[config.mk]
export PLATFORM = sky130hd
export DESIGN_NAME = logic_op_arbiter
export DESIGN_NICKNAME = d
export VERILOG_FILES = /design/src/rtl/logic_op_pkg.sv /design/src/rtl/logic_unit.sv /design/src/rtl/logic_op_arbiter.sv
export SDC_FILE = /design/constraint.sdc
export NUM_CORES = 1
export LEC_CHECK = 0
export CORE_MARGIN = 2
export CORE_UTILIZATION = 48
export DETAILED_ROUTE_END_ITERATION = 8
export MAX_ROUTING_LAYER = met4
export PLACE_DENSITY = 0.84
export SYNTH_ARGS = -nofsm -noshare
export SYNTH_HDL_FRONTEND = slang
export SYNTH_SLANG_ARGS = --single-unit
[constraint.sdc]
create_clock -name clk -period 4.6 [get_ports clk]
set_clock_uncertainty 0.15 [all_clocks]
set_input_delay 0.92 -clock clk [delete_from_list [all_inputs] [get_ports clk]]
set_output_delay 0.92 -clock clk [all_outputs]
set_load 0.005 [all_outputs]
[src/rtl/logic_op_pkg.sv]
// Shared types for the logic-op arbiter: opcode encoding and output FSM states.
package logic_op_pkg;

  localparam int OP_W = 3;

  typedef enum logic [OP_W-1:0] {
    OP_NOT_A = 3'd0,
    OP_NOT_B = 3'd1,
    OP_AND   = 3'd2,
    OP_OR    = 3'd3,
    OP_NOR   = 3'd4,
    OP_NAND  = 3'd5,
    OP_XOR   = 3'd6,
    OP_XNOR  = 3'd7
  } op_e;

  typedef enum logic {
    ST_EMPTY = 1'b0,
    ST_FULL  = 1'b1
  } out_state_e;

endpackage

[src/rtl/logic_unit.sv]
// Combinational WIDTH-bit gate datapath; one of eight bitwise functions per op.
module logic_unit
  import logic_op_pkg::*;
#(
  parameter int WIDTH = 8
) (
  input  logic [OP_W-1:0]  op,
  input  logic [WIDTH-1:0] a,
  input  logic [WIDTH-1:0] b,
  output logic [WIDTH-1:0] y
);

  always_comb begin
    y = '0;
    case (op_e'(op))
      OP_NOT_A: y = ~a;
      OP_NOT_B: y = ~b;
      OP_AND:   y = a & b;
      OP_OR:    y = a | b;
      OP_NOR:   y = ~(a | b);
      OP_NAND:  y = ~(a & b);
      OP_XOR:   y = a ^ b;
      OP_XNOR:  y = ~(a ^ b);
      default:  y = '0;
    endcase
  end

endmodule

[src/rtl/logic_op_arbiter.sv]
// Round-robin arbiter sharing one logic_unit among NUM_REQ requesters, with a
// single registered, id-tagged response port.
module logic_op_arbiter
  import logic_op_pkg::*;
#(
  parameter int NUM_REQ = 4,
  parameter int WIDTH   = 8,
  parameter int IDW     = $clog2(NUM_REQ)
) (
  input  logic                     clk,
  input  logic                     rst_n,
  input  logic [NUM_REQ-1:0]       req_valid,
  output logic [NUM_REQ-1:0]       req_ready,
  input  logic [NUM_REQ*OP_W-1:0]  req_op,
  input  logic [NUM_REQ*WIDTH-1:0] req_a,
  input  logic [NUM_REQ*WIDTH-1:0] req_b,
  output logic                     rsp_valid,
  input  logic                     rsp_ready,
  output logic [WIDTH-1:0]         rsp_data,
  output logic [IDW-1:0]           rsp_id,
  output logic [OP_W-1:0]          rsp_op
);

  // Handshake: a beat moves on either port only at a rising edge where valid
  // and ready are both 1; valid never waits on ready, ready may depend on valid.

  logic [OP_W-1:0]  op_arr [NUM_REQ];
  logic [WIDTH-1:0] a_arr  [NUM_REQ];
  logic [WIDTH-1:0] b_arr  [NUM_REQ];

  logic [IDW-1:0]   ptr_q;
  logic [IDW-1:0]   ptr_d;
  logic [IDW:0]     ptr_inc;
  logic [IDW:0]     scan;
  logic [IDW-1:0]   grant_idx;
  logic             grant_found;
  logic             accept;
  logic             xfer;
  logic [WIDTH-1:0] unit_y;

  out_state_e state_q;
  out_state_e state_d;

  always_comb begin
    for (int i = 0; i < NUM_REQ; i++) begin
      op_arr[i] = req_op[i*OP_W +: OP_W];
      a_arr[i]  = req_a[i*WIDTH +: WIDTH];
      b_arr[i]  = req_b[i*WIDTH +: WIDTH];
    end
  end

  // First valid requester at or after the pointer, wrapping to index 0.
  always_comb begin
    grant_found = 1'b0;
    grant_idx   = '0;
    scan        = '0;
    for (int k = 0; k < NUM_REQ; k++) begin
      scan = {1'b0, ptr_q} + (IDW+1)'(k);
      if (scan >= (IDW+1)'(NUM_REQ)) begin
        scan = scan - (IDW+1)'(NUM_REQ);
      end
      if (!grant_found && req_valid[scan[IDW-1:0]]) begin
        grant_found = 1'b1;
        grant_idx   = scan[IDW-1:0];
      end
    end
  end

  assign rsp_valid = (state_q == ST_FULL);
  assign accept    = !rsp_valid || rsp_ready;
  // rst_n gating keeps req_ready low for the whole reset window.
  assign xfer      = rst_n && grant_found && accept;
  assign req_ready = xfer ? (NUM_REQ'(1) << grant_idx) : '0;

  assign ptr_inc = {1'b0, grant_idx} + (IDW+1)'(1);
  assign ptr_d   = (ptr_inc >= (IDW+1)'(NUM_REQ)) ? '0 : ptr_inc[IDW-1:0];

  logic_unit #(
    .WIDTH (WIDTH)
  ) u_logic_unit (
    .op (op_arr[grant_idx]),
    .a  (a_arr[grant_idx]),
    .b  (b_arr[grant_idx]),
    .y  (unit_y)
  );

  always_comb begin
    state_d = state_q;
    case (state_q)
      ST_EMPTY: if (xfer) state_d = ST_FULL;
      ST_FULL:  if (rsp_ready && !xfer) state_d = ST_EMPTY;
      default:  state_d = ST_EMPTY;
    endcase
  end

  always_ff @(posedge clk or negedge rst_n) begin
    if (!rst_n) begin
      state_q <= ST_EMPTY;
    end else begin
      state_q <= state_d;
    end
  end

  // Result fields and pointer only move on a request transfer.
  always_ff @(posedge clk or negedge rst_n) begin
    if (!rst_n) begin
      rsp_data <= '0;
      rsp_id   <= '0;
      rsp_op   <= '0;
      ptr_q    <= '0;
    end else if (xfer) begin
      rsp_data <= unit_y;
      rsp_id   <= grant_idx;
      rsp_op   <= op_arr[grant_idx];
      ptr_q    <= ptr_d;
    end
  end

endmodule
==> run summary, run 1 <==
IR analysis of the VDD net gives a maximum drop of 0.243 mV. The initial standard-cell utilization of the core is 49.0%. Among all flip-flop cells after synthesis, the most frequent one is dfrtp_1.

TritonCTS built the clock tree. The maximum fanout encountered on the critical timing path came out at 34. Dividing the detail-routed via count by the number of cells gives 5.68. For the total setup buffers inserted after CTS, the log shows 0. Grouping stages by cell kind, the critical path spends the most delay in buffers and inverters. The synthesis-to-layout area growth was 42.7%; the number of antenna violations at the first check in global routing was 0. Of the available clock period, the critical path in the final layout requires 92.3%. Setup violations remaining at the end of the flow were counted as 0. The number of buffer and inverter instances along the worst setup path was 3; the routed wire length was 7.27 mm.

Setup repair after global routing left no endpoint under its margin. The maximum number of pins on one net before global-route repair is 35, and the share of flip-flops with an asynchronous set or reset is 100%. The die covers 5700 sq um. The count of clock tree sinks is 16, and the number of detailed-route iterations in the first pass is 4. Dividing total power by cell area gives a power density of 513 nW/um^2. For this design the static power due to leakage is 1.49 nW.

The data arrival time at the worst-slack endpoint is 3180 ps. The synthesized netlist occupies a cell area of 2460 sq um. In the synthesized netlist, the cells that appear most often are 59 x nand2_1, 20 x ha_1, 18 x inv_1.

After global routing the overflow that remains totals 0. Number of warnings printed during yosys synthesis: 0. In the post-synthesis netlist, the biggest area contributors are dfrtp_1 16%, ha_1 10%, nand2_1 9.0%. STA puts the critical path data required time at 3530 ps. The tools report the library cell used as clock root buffer as clkbuf_8. The run finished with clean final reports.

Standard cell with the maximum stage delay on the critical path: clkdlybuf4s50_1. 101 I/O pins were placed. The clock network latency to the later pin of the worst-skew pair was 260 ps; the hold violation count in the final report was 0. Once the clock tree was built, the resizer swapped 0 gates to a different size. Adding up every negative setup slack in the final design gives 0 ps. The maximum cell stage delay along the critical path is 620 ps.

The clock-pin slew on the worst setup and hold paths is 70 ps, and the final-stage net count is 511. STA classifies the critical path startpoint as an input pin. For the pin with the worst max-slew slack, the measured transition is 808 ps.

The number of global-route vias before repair was 2569; the count of state elements after synthesis was 16. Global routing used 27.3% of the available tracks across all layers. Buffers placed on the I/O ports in this run total 100. The initialized floorplan defines 26 standard-cell rows. The number of antenna diodes in the final layout is 0. The detail-routed net length per standard cell is 15.2 um, and the max-capacitance violation count is 0. The tools report the number of different library cells in the post-synthesis netlist as 59. Once detailed placement completed, the half-perimeter wirelength came to 5.71 mm.

Of the synthesized area, sequential elements account for 16.3%. Worst hold-check path type: reg -> reg. For the post-synthesis net count, the log shows 421.

The cell repeated most along the worst path is clkdlybuf4s50_1. The number of hold buffers added after CTS is 0. The worst pin sits at a relative slew slack of 46.0%. Total power for the finished layout comes to 1.80 mW.

STA classifies the critical path endpoint as a primary output. The setup slack of the worst register-to-register path is 1460 ps. The congestion estimate from routability-driven global placement came to 0.874.

The count of H-tree levels built during CTS is 1. Counting every instance in the synthesized netlist gives 318. Summing over every cut layer, the via total after detailed routing is 2708. The core region is 5010 sq um.

Among all cell types in the netlist, the one instantiated most often is nand2_1. In the routed design, unresolved DRC markers number 0. The largest total area in the synthesized netlist belongs to dfrtp_1. Counting I/O delays and the setup requirement, the final critical path takes 4250 ps. In this run, the number of DRC markers left after iteration 0 of detailed routing was 137.

The run gives 11.7 mm as the wire length of the first global-routing pass. Derived from the worst setup path, the maximum achievable clock frequency is 0.236 GHz. Counting the buffers created by CTS gives 3. The max-slew violation count was 0; the number of flops mapped to enable cells by yosys was 0. The fraction of layout instances using a drive strength above 1 is 10.6%.

The width of the die works out to 75.5 um. The start-to-end type of the worst setup path was in -> out. The average footprint of a synthesized cell was 7.72 sq um; the share of the synthesized area in the top cell type was 16.3%. The critical path goes through clkdlybuf4s50_1 > nor2b_4 > a211oi_4 > nor2_8 > clkinv_4 > ha_1 > and2_1 > clkdlybuf4s50_1. The longest clock path from root to sink contains 2 buffers.

Number of nets still failing antenna checks after routing: 0. The die is 75.5 um tall.
-- worst reg2reg max path: cells and delay by family, from the launching register on --
family / cells / cell delay (ps)
compound gates: 6 / 1180
simple gates: 3 / 800
flops: 1 / 430
buf+inv: 2 / 280
fa+ha+maj: 1 / 200
-- per-layer routing --
| layer | part of all wire (%) | vias to the layer above | routed length, um | global-route usage (%) |
|---|---|---|---|---|
| li1 | - | 1345 | - | - |
| met1 | 44 | 1249 | 3180 | 32.6 |
| met2 | 49 | 102 | 3560 | 47.9 |
| met3 | 5.2 | 12 | 379 | 3.84 |
| met4 | 2.0 | 0 | 146 | 7.80 |
| met5 | 0 | - | 0 | - |
-- sequential cells by signal, summed over array words and instances (netlist names) --
| signal | count |
|---|---|
| ptr_q | 2 |
| rsp_data | 8 |
| rsp_id | 2 |
| rsp_op | 3 |
| rsp_valid | 1 |
-- cell families (layout without fill, tap and decap cells) --
family	count (synthesis)	count (layout)	share of synthesized area, %
XOR/XNOR	7	7	2.50
AO/OA/AOI/OAI	99	99	30.9
AND/OR/NAND/NOR	127	127	27.5
flip-flops	16	16	16.3
multiplexers	5	5	2.95
buffers and inverters	44	133	9.68
adder cells (fa/ha/maj)	20	20	10.2
-- path summary, 6_finish.rpt --
kind / startpoint / to / cells past startpoint
hold reg to reg: rsp_op[2]$_DFFE_PN0P_ / rsp_op[2]$_DFFE_PN0P_ / 2
min in group asynchronous: rst_n / rsp_op[0]$_DFFE_PN0P_ / 2
setup / recovery: req_valid[1] / req_ready[1] / 8
setup reg to reg: ptr_q[0]$_DFFE_PN0P_ / rsp_data[3]$_DFFE_PN0P_ / 12
hold / removal: rsp_op[2]$_DFFE_PN0P_ / rsp_op[2]$_DFFE_PN0P_ / 2
max in group asynchronous: rst_n / rsp_data[5]$_DFFE_PN0P_ / 2
-- report_power, final --
group / internal (mW) / switching [mW] / leakage (nW)
Sequential: 0.200 / 0.0400 / 0.189
Clock: 0.0762 / 0.0567 / 0.0288
Combinational: 0.658 / 0.767 / 1.27
-- cells in the final DEF (no fill, tap or decap), types with 3 or more instances in the layout --
master / instances
a211oi_1: 15
a21o_1: 5
a21oi_1: 4
a221o_1: 3
a31o_2: 4
a31oi_1: 12
and2_1: 7
and3_1: 13
and3_4: 4
buf_4: 8
clkbuf_8: 4
clkdlybuf4s50_1: 100
dfrtp_1: 16
ha_1: 20
inv_1: 18
nand2_1: 59
nand2b_1: 3
nand3_1: 13
nor2_1: 12
nor3_1: 4
o211ai_1: 5
o21ai_0: 15
o21ai_1: 3
o22ai_1: 6
xnor2_1: 7
-- final cells by class --
cell class,count,area [sq um]
tap,70,87.6
timing repair buffer,108,1060
fill,454,1500
multi-input combinational,258,1820
sequential,16,400
clock buffer,4,55.1
inverter,21,83.8
-- through the flow --
stage / instance area, sq um / setup WS [ps] / hold WS [ps] / utilization (%) / instances
after detailed placement: 3450 / 386 / 322 / 68.9 / 473
final: 3510 / 355 / 337 / 70.0 / 477
after global routing: 3510 / 223 / 367 / 70.0 / 477
after CTS: 3510 / 362 / 339 / 70.0 / 477
after floorplan: 2460 / 1130 / 323 / - / 318
after global placement: 3450 / 431 / 312 / 68.9 / 473
(Power assumes the default switching activity.)
==> run 2, diff against run 1 <==
--- a/config.mk
+++ b/config.mk
@@ -10,6 +10,7 @@
 export DETAILED_ROUTE_END_ITERATION = 8
 export MAX_ROUTING_LAYER = met4
 export PLACE_DENSITY = 0.84
+export SLEW_MARGIN = 10
 export SYNTH_ARGS = -nofsm -noshare
 export SYNTH_HDL_FRONTEND = slang
 export SYNTH_SLANG_ARGS = --single-unit
==> results of run 2 <==
Final layout, timing and power as in run 1 (identical DEF).
